[src/rtl/scan_ctrl_pkg.sv]
// Shared types and constants for the scan test controller: FSM state encoding
// and the 16-bit signature register seed/taps.
package scan_ctrl_pkg;

    typedef enum logic [2:0] {
        StIdle,
        StShiftIn,
        StCapture,
        StUnload,
        StDone
    } state_e;

    localparam logic [15:0] MISR_SEED = 16'hFFFF;
    // Feedback taps at bits 15, 13, 12 and 10.
    localparam logic [15:0] MISR_TAPS = 16'hB400;

    function automatic logic misr_feedback(input logic [15:0] sig, input logic din);
        return (^(sig & MISR_TAPS)) ^ din;
    endfunction

endpackage

[src/rtl/scan_misr16.sv]
// 16-bit serial signature register fed by the scan-out stream; used by
// scan_test_ctrl only when SCAN_TEST_CTRL_MISR_EN is defined.
module scan_misr16
    import scan_ctrl_pkg::*;
(
    input  logic        clk_i,
    input  logic        rst_ni,
    input  logic        clear_i,
    input  logic        enable_i,
    input  logic        din_i,
    output logic [15:0] sig_o
);

    logic [15:0] sig_q, sig_d;

    always_comb begin
        sig_d = sig_q;
        if (clear_i) begin
            sig_d = MISR_SEED;
        end else if (enable_i) begin
            sig_d = {sig_q[14:0], misr_feedback(sig_q, din_i)};
        end
    end

    always_ff @(posedge clk_i or negedge rst_ni) begin
        if (!rst_ni) begin
            sig_q <= MISR_SEED;
        end else begin
            sig_q <= sig_d;
        end
    end

    assign sig_o = sig_q;

endmodule

[src/rtl/scan_test_ctrl.sv]
// Scan chain test sequencer: shift pattern in, capture once, shift response out and
// count mismatches. Optional signature output enabled by SCAN_TEST_CTRL_MISR_EN.
module scan_test_ctrl
    import scan_ctrl_pkg::*;
#(
    parameter  int unsigned CHAIN_LEN = 8,
    localparam int unsigned CNT_W     = $clog2(CHAIN_LEN + 1)
) (
    input  logic                 C,
    input  logic                 CLRbar,
    input  logic                 start,
    input  logic                 abort,
    input  logic [CHAIN_LEN-1:0] pattern,
    input  logic [CHAIN_LEN-1:0] expected,
    input  logic                 so_in,
    output logic                 NbarT,
    output logic                 Si,
    output logic                 CE,
    output logic                 busy,
    output logic                 done,
    output logic                 fail,
`ifdef SCAN_TEST_CTRL_MISR_EN
    output logic [15:0]          sig,
`endif
    output logic [CNT_W-1:0]     mismatch_cnt
);

    localparam int unsigned    IDX_W    = (CHAIN_LEN > 1) ? $clog2(CHAIN_LEN) : 1;
    localparam logic [IDX_W-1:0] IDX_LAST = IDX_W'(CHAIN_LEN - 1);

    state_e               state_q, state_d;
    logic [IDX_W-1:0]     idx_q, idx_d;
    logic [CHAIN_LEN-1:0] pattern_q, pattern_d;
    logic [CHAIN_LEN-1:0] expected_q, expected_d;
    logic [CNT_W-1:0]     cnt_q, cnt_d;
    logic                 fail_q, fail_d;
    logic                 nbart_q, nbart_d;
    logic                 si_q, si_d;
    logic                 ce_q, ce_d;
    logic                 busy_q, busy_d;
    logic                 done_q, done_d;
    logic                 accept;
    logic                 unload_en;

    always_comb begin
        state_d    = state_q;
        idx_d      = idx_q;
        pattern_d  = pattern_q;
        expected_d = expected_q;
        cnt_d      = cnt_q;
        fail_d     = fail_q;
        accept     = 1'b0;
        unload_en  = 1'b0;

        // abort beats everything, including a start in the same IDLE cycle.
        if (abort) begin
            if (state_q != StIdle) begin
                state_d = StIdle;
            end
        end else begin
            unique case (state_q)
                StIdle: begin
                    if (start) begin
                        accept     = 1'b1;
                        state_d    = StShiftIn;
                        idx_d      = '0;
                        pattern_d  = pattern;
                        expected_d = expected;
                        cnt_d      = '0;
                        fail_d     = 1'b0;
                    end
                end
                StShiftIn: begin
                    pattern_d = pattern_q << 1;
                    if (idx_q == IDX_LAST) begin
                        idx_d   = '0;
                        state_d = StCapture;
                    end else begin
                        idx_d = idx_q + IDX_W'(1);
                    end
                end
                StCapture: begin
                    state_d = StUnload;
                end
                StUnload: begin
                    unload_en  = 1'b1;
                    expected_d = expected_q << 1;
                    if (so_in != expected_q[CHAIN_LEN-1]) begin
                        cnt_d = cnt_q + CNT_W'(1);
                    end
                    if (idx_q == IDX_LAST) begin
                        idx_d   = '0;
                        state_d = StDone;
                        fail_d  = (cnt_d != '0);
                    end else begin
                        idx_d = idx_q + IDX_W'(1);
                    end
                end
                StDone: begin
                    state_d = StIdle;
                end
                default: begin
                    state_d = StIdle;
                end
            endcase
        end

        // Outputs are registered, so they are decoded from the next state.
        nbart_d = (state_d == StShiftIn) || (state_d == StUnload);
        ce_d    = (state_d == StCapture);
        si_d    = (state_d == StShiftIn) ? pattern_d[CHAIN_LEN-1] : 1'b0;
        busy_d  = (state_d != StIdle);
        done_d  = (state_d == StDone);
    end

    always_ff @(posedge C or negedge CLRbar) begin
        if (!CLRbar) begin
            state_q    <= StIdle;
            idx_q      <= '0;
            pattern_q  <= '0;
            expected_q <= '0;
            cnt_q      <= '0;
            fail_q     <= 1'b0;
            nbart_q    <= 1'b0;
            si_q       <= 1'b0;
            ce_q       <= 1'b0;
            busy_q     <= 1'b0;
            done_q     <= 1'b0;
        end else begin
            state_q    <= state_d;
            idx_q      <= idx_d;
            pattern_q  <= pattern_d;
            expected_q <= expected_d;
            cnt_q      <= cnt_d;
            fail_q     <= fail_d;
            nbart_q    <= nbart_d;
            si_q       <= si_d;
            ce_q       <= ce_d;
            busy_q     <= busy_d;
            done_q     <= done_d;
        end
    end

    assign NbarT        = nbart_q;
    assign Si           = si_q;
    assign CE           = ce_q;
    assign busy         = busy_q;
    assign done         = done_q;
    assign fail         = fail_q;
    assign mismatch_cnt = cnt_q;

`ifdef SCAN_TEST_CTRL_MISR_EN
    scan_misr16 u_misr (
        .clk_i   (C),
        .rst_ni  (CLRbar),
        .clear_i (accept),
        .enable_i(unload_en),
        .din_i   (so_in),
        .sig_o   (sig)
    );
`else
    logic unused_misr;
    assign unused_misr = accept ^ unload_en;
`endif

endmodule

[config.mk]
export PLATFORM = sky130hd
export DESIGN_NAME = scan_test_ctrl
export DESIGN_NICKNAME = d
export VERILOG_FILES = /design/src/rtl/scan_ctrl_pkg.sv /design/src/rtl/scan_misr16.sv /design/src/rtl/scan_test_ctrl.sv
export SDC_FILE = /design/constraint.sdc
export NUM_CORES = 1
export LEC_CHECK = 0
export BUFFER_PORTS_ARGS = -buffer_cell sky130_fd_sc_hd__buf_4
export CORE_MARGIN = 2
export CORE_UTILIZATION = 45
export CTS_CLUSTER_DIAMETER = 30
export DETAILED_ROUTE_END_ITERATION = 12
export HOLD_SLACK_MARGIN = 0.02
export PLACE_DENSITY = 0.75
export RECOVER_POWER = 25
export REMOVE_ABC_BUFFERS = 1
export SLEW_MARGIN = 5
export SYNTH_ARGS = -nofsm -noshare
export SYNTH_HDL_FRONTEND = slang
export SYNTH_HIERARCHICAL = 1
export SYNTH_SLANG_ARGS = --single-unit
[constraint.sdc]
create_clock -name C -period 2.55 [get_ports C]
set_clock_uncertainty 0.05 [all_clocks]
set_input_delay 0.1275 -clock C [delete_from_list [all_inputs] [get_ports C]]
set_output_delay 0.1275 -clock C [all_outputs]
set_load 0.02 [all_outputs]
==> summary.md <==
| Metric | Value |
|---|---|
| Run status | `complete, but fails checks` |
| Violated checks | `capacitance limit, slew limit` |
| Min-delay worst type | `primary input to flip-flop` |
| Tmin final | `between 1500 and 2000 ps` |
| Largest family of logic cells by synthesized area | `simple AND/OR/NAND/NOR gates` |
| Maximum vdd drop | `just over 0.3 mV` |
| Total I/O pin count | `31` |
| DRC | `0` |
| Max_cap viols | `1` |
| Die X | `62.1 um` |
| Normalized max-slew margin | `-0.0869` |
| Setup crit start | `CLRbar` |
| Mapped Cells | `around 140` |
| Die area | `approximately 3900 um2` |
| EDFF count, synth | `0` |
| Post-synthesis sequential area ratio | `0.510` |
| TritonCTS buffer count | `5` |
| Post_cts resized | `0` |
| Crit path largest cell delay | `between 1000 and 1500 ps` |
| Synth Area in Compound Gates | `0.151` |
| YS warnings | `6` |
| Net Sw Power | `around 270 uW` |
| Slowest CP cell | `clkbuf_1` |
| Leak | `~0.0009 uW` |
| Clock power share | `0.291` |
| Initial DRC count | `60` |
| Grt total ovfl | `0` |
| Vias in the first global route | `between 1000 and 1500` |
| Post-synthesis mux area share | `0.0461` |
| Multi-input gate area in the final layout | `about 700 um2` |
| CTS tree | `built` |
| Global Route Usage Sum | `0.155` |
| WP data arrival | `1840 ps` |
| # clock sinks | `31` |
| Critical Path Fanout Max | `31` |
| Pin count of the biggest net entering global routing | `32` |
| Power Internal | `roughly 730 uW` |
| Most common cell after layout, fill and taps aside | `dfrtp_1` |
| Period utilization | `0.677` |
| Final setup violation count | `0` |
| Worst setup SP type | `primary input` |
| Area grow syn2layout | `21.8%` |
| Final TNS setup | `0 ps` |
| Fin. max-slew vios | `32` |
| Reg2reg start | `state_q[1]$_DFF_PN0_` |
| Commonest cells after routing, fill and taps aside | `dfrtp_1 (31), buf_4 (29), nand2_1 (23)` |
| Clk Latency, worst-skew pair | `340 ps` |
| Switch share | `0.268` |
| Max Buffers Root-to-Sink | `2` |
| WL/cell | `~13 um` |
| Worst hold path startpoint | `expected[4]` |
| Post-synthesis simple-gate area fraction | `0.199` |
| Vias | `roughly 1200` |
| Netlist cell types | `between 40 and 50` |
| Max Fclk | `0.579 GHz` |
| Ys flop type | `dfrtp_1` |
| WL final | `~2800 um` |
| Placeable core area | `~3300 um2` |
| Power share of the combinational group | `0.143` |
| PD cells | `542 nW/um2` |
| Netlist Area Pre-Place | `around 1500 um2` |
| Sequential power share | `0.566` |
| XOR/XNOR Fraction of Synth Area | `0.0280` |
| DRT antenna net count | `0` |
| Reg area | `a little under 800 um2` |
| RSZ-0062 raised after global routing | `false` |
| CP Capture Type | `async pin` |
| GP Congestion | `just under 0.8` |
| Cells along the critical path | `dlygate4sd3_1, clkbuf_1` |
| Area share of fa/ha/maj cells after synthesis | `0.0247` |
| CTS Root Cell | `clkbuf_4` |
| Crit path required time | `between 2000 and 3000 ps` |
| Antenna diodes | `0` |
| Avg Cell Area, Syn | `around 11 um2` |
| Slew @ Worst Pin | `roughly 1600 ps` |
| Fillcell total | `306` |
| Largest delay share family, worst path | `buffers and inverters` |
| Final hold violation count | `0` |
| CP bufs+invs | `2` |
| Dpl hpwl | `just over 2000 um` |
| Initial antenna violation count | `0` |
| Rows | `21` |
| CTS clk-pin slew, worst paths | `90 ps` |
| Die Height | `between 60 and 70 um` |
| Total design power | `about 1000 uW` |
| I/O Buffers | `30` |
| Share of post-route cells with drive strength above 1 | `0.271` |
| Initial Util | `0.463` |
| Layout net count | `201` |
| H-Tree Level Count | `2` |
| Async set-or-reset flop fraction in the synthesized netlist | `1.00` |
| Initial DRT Pass Iterations | `4` |
| CP Class | `primary input to async pin` |
| #FFs+latches synth | `31` |
| Via/cell ratio | `5.18` |
| First-pass GRT wire length | `between 4000 and 5000 um` |
path summary, 6_finish.rpt:
check / endpoint / slack, ps / cells after the start
setup / recovery: state_q[0]$_DFF_PN0_ / 820 / 2
hold / removal: expected_q[4]$_DFFE_PN0P_ / 20 / 3
setup reg to reg: expected_q[1]$_DFFE_PN0P_ / 850 / 4
hold reg to reg: expected_q[4]$_DFFE_PN0P_ / 440 / 2
max in group C: expected_q[1]$_DFFE_PN0P_ / 850 / 4
min in group asynchronous: mismatch_cnt[3]$_DFFE_PN0P_ / 680 / 2
stage by stage:
| stage | instances | utilization | worst slack, ps | instance area [um2] | hold WS [ps] |
|---|---|---|---|---|---|
| 2_1_floorplan | 135 | - | 1000 | 1470 | -218 |
| 3_3_place_gp | 211 | 0.533 | 910 | 1750 | 25.7 |
| 3_5_place_dp | 211 | 0.533 | 834 | 1750 | 31.6 |
| 4_1_cts | 223 | 0.565 | 833 | 1860 | 25.4 |
| 5_1_grt | 223 | 0.564 | 468 | 1850 | 30.4 |
| 6_report | 223 | 0.564 | 824 | 1850 | 21.5 |
cell families (layout without fill, tap and decap cells):
kind of cell,Yosys count,after routing
mux,7,7
compound gates,36,36
flops,31,31
xor+xnor,4,4
fa+ha+maj,3,3
buf+inv,8,44
simple gates,52,52
state kept, by name, summed over array words and instances, names as in the netlist:
signal and count:
CE 1, NbarT 1, Si 1, busy 1, done 1, expected_q 8, fail 1, idx_q 3
mismatch_cnt 4, pattern_q 7, state_q 3
per-layer routing:
| metal | routed length [um] | part of all wire | up-vias | global-route usage |
|---|---|---|---|---|
| met3 | 140 | 0.050 | 8 | 0.0380 |
| met2 | 1300 | 0.46 | 28 | 0.250 |
| met1 | 1280 | 0.46 | 548 | 0.193 |
| met5 | 0 | 0 | - | 0 |
| li1 | - | - | 571 | - |
| met4 | 77 | 0.027 | 0 | 0.0833 |
power by group through the flow:
stage,Clock (uW),Sequential (uW),Combinational (uW)
after floorplan,0,573,80.7
after global routing,319,573,162
after CTS,298,568,148
after global placement,0,574,135
after detailed placement,0,578,142
final,292,568,144
synthesized netlist by cell type (2+ instances only):
cell type,instances,share of area
nor2_1,4,0.0099
inv_1,2,0.0049
buf_4,2,0.0099
nand2b_1,2,0.0082
nor3_1,5,0.016
o21ai_0,14,0.046
a21oi_1,2,0.0066
dfrtp_1,31,0.51
ha_1,3,0.025
o31ai_1,2,0.0099
nand3b_1,2,0.0099
a22oi_1,6,0.030
and2_2,2,0.0099
buf_6,3,0.022
xor2_1,3,0.017
nand2_1,23,0.057
o21ai_1,5,0.016
mux2i_1,7,0.046
layout make-up:
cell class | instances | share of cell area
Clock inverter | 1 | 0.00270
Timing Repair Buffer | 35 | 0.147
Multi-Input combinational cell | 102 | 0.369
Sequential cell | 31 | 0.419
Tap cell | 46 | 0.0311
Inverter | 2 | 0.00405
Clock buffer | 6 | 0.0277
timing repair:
action                                  4_1_cts  5_1_grt
buffers inserted                              0        0
hold buffers                                  5        0
endpoints found under the setup margin        0        0
hold endpoints to repair                     36        0
No activity file was read; power rests on OpenSTA's default activity.
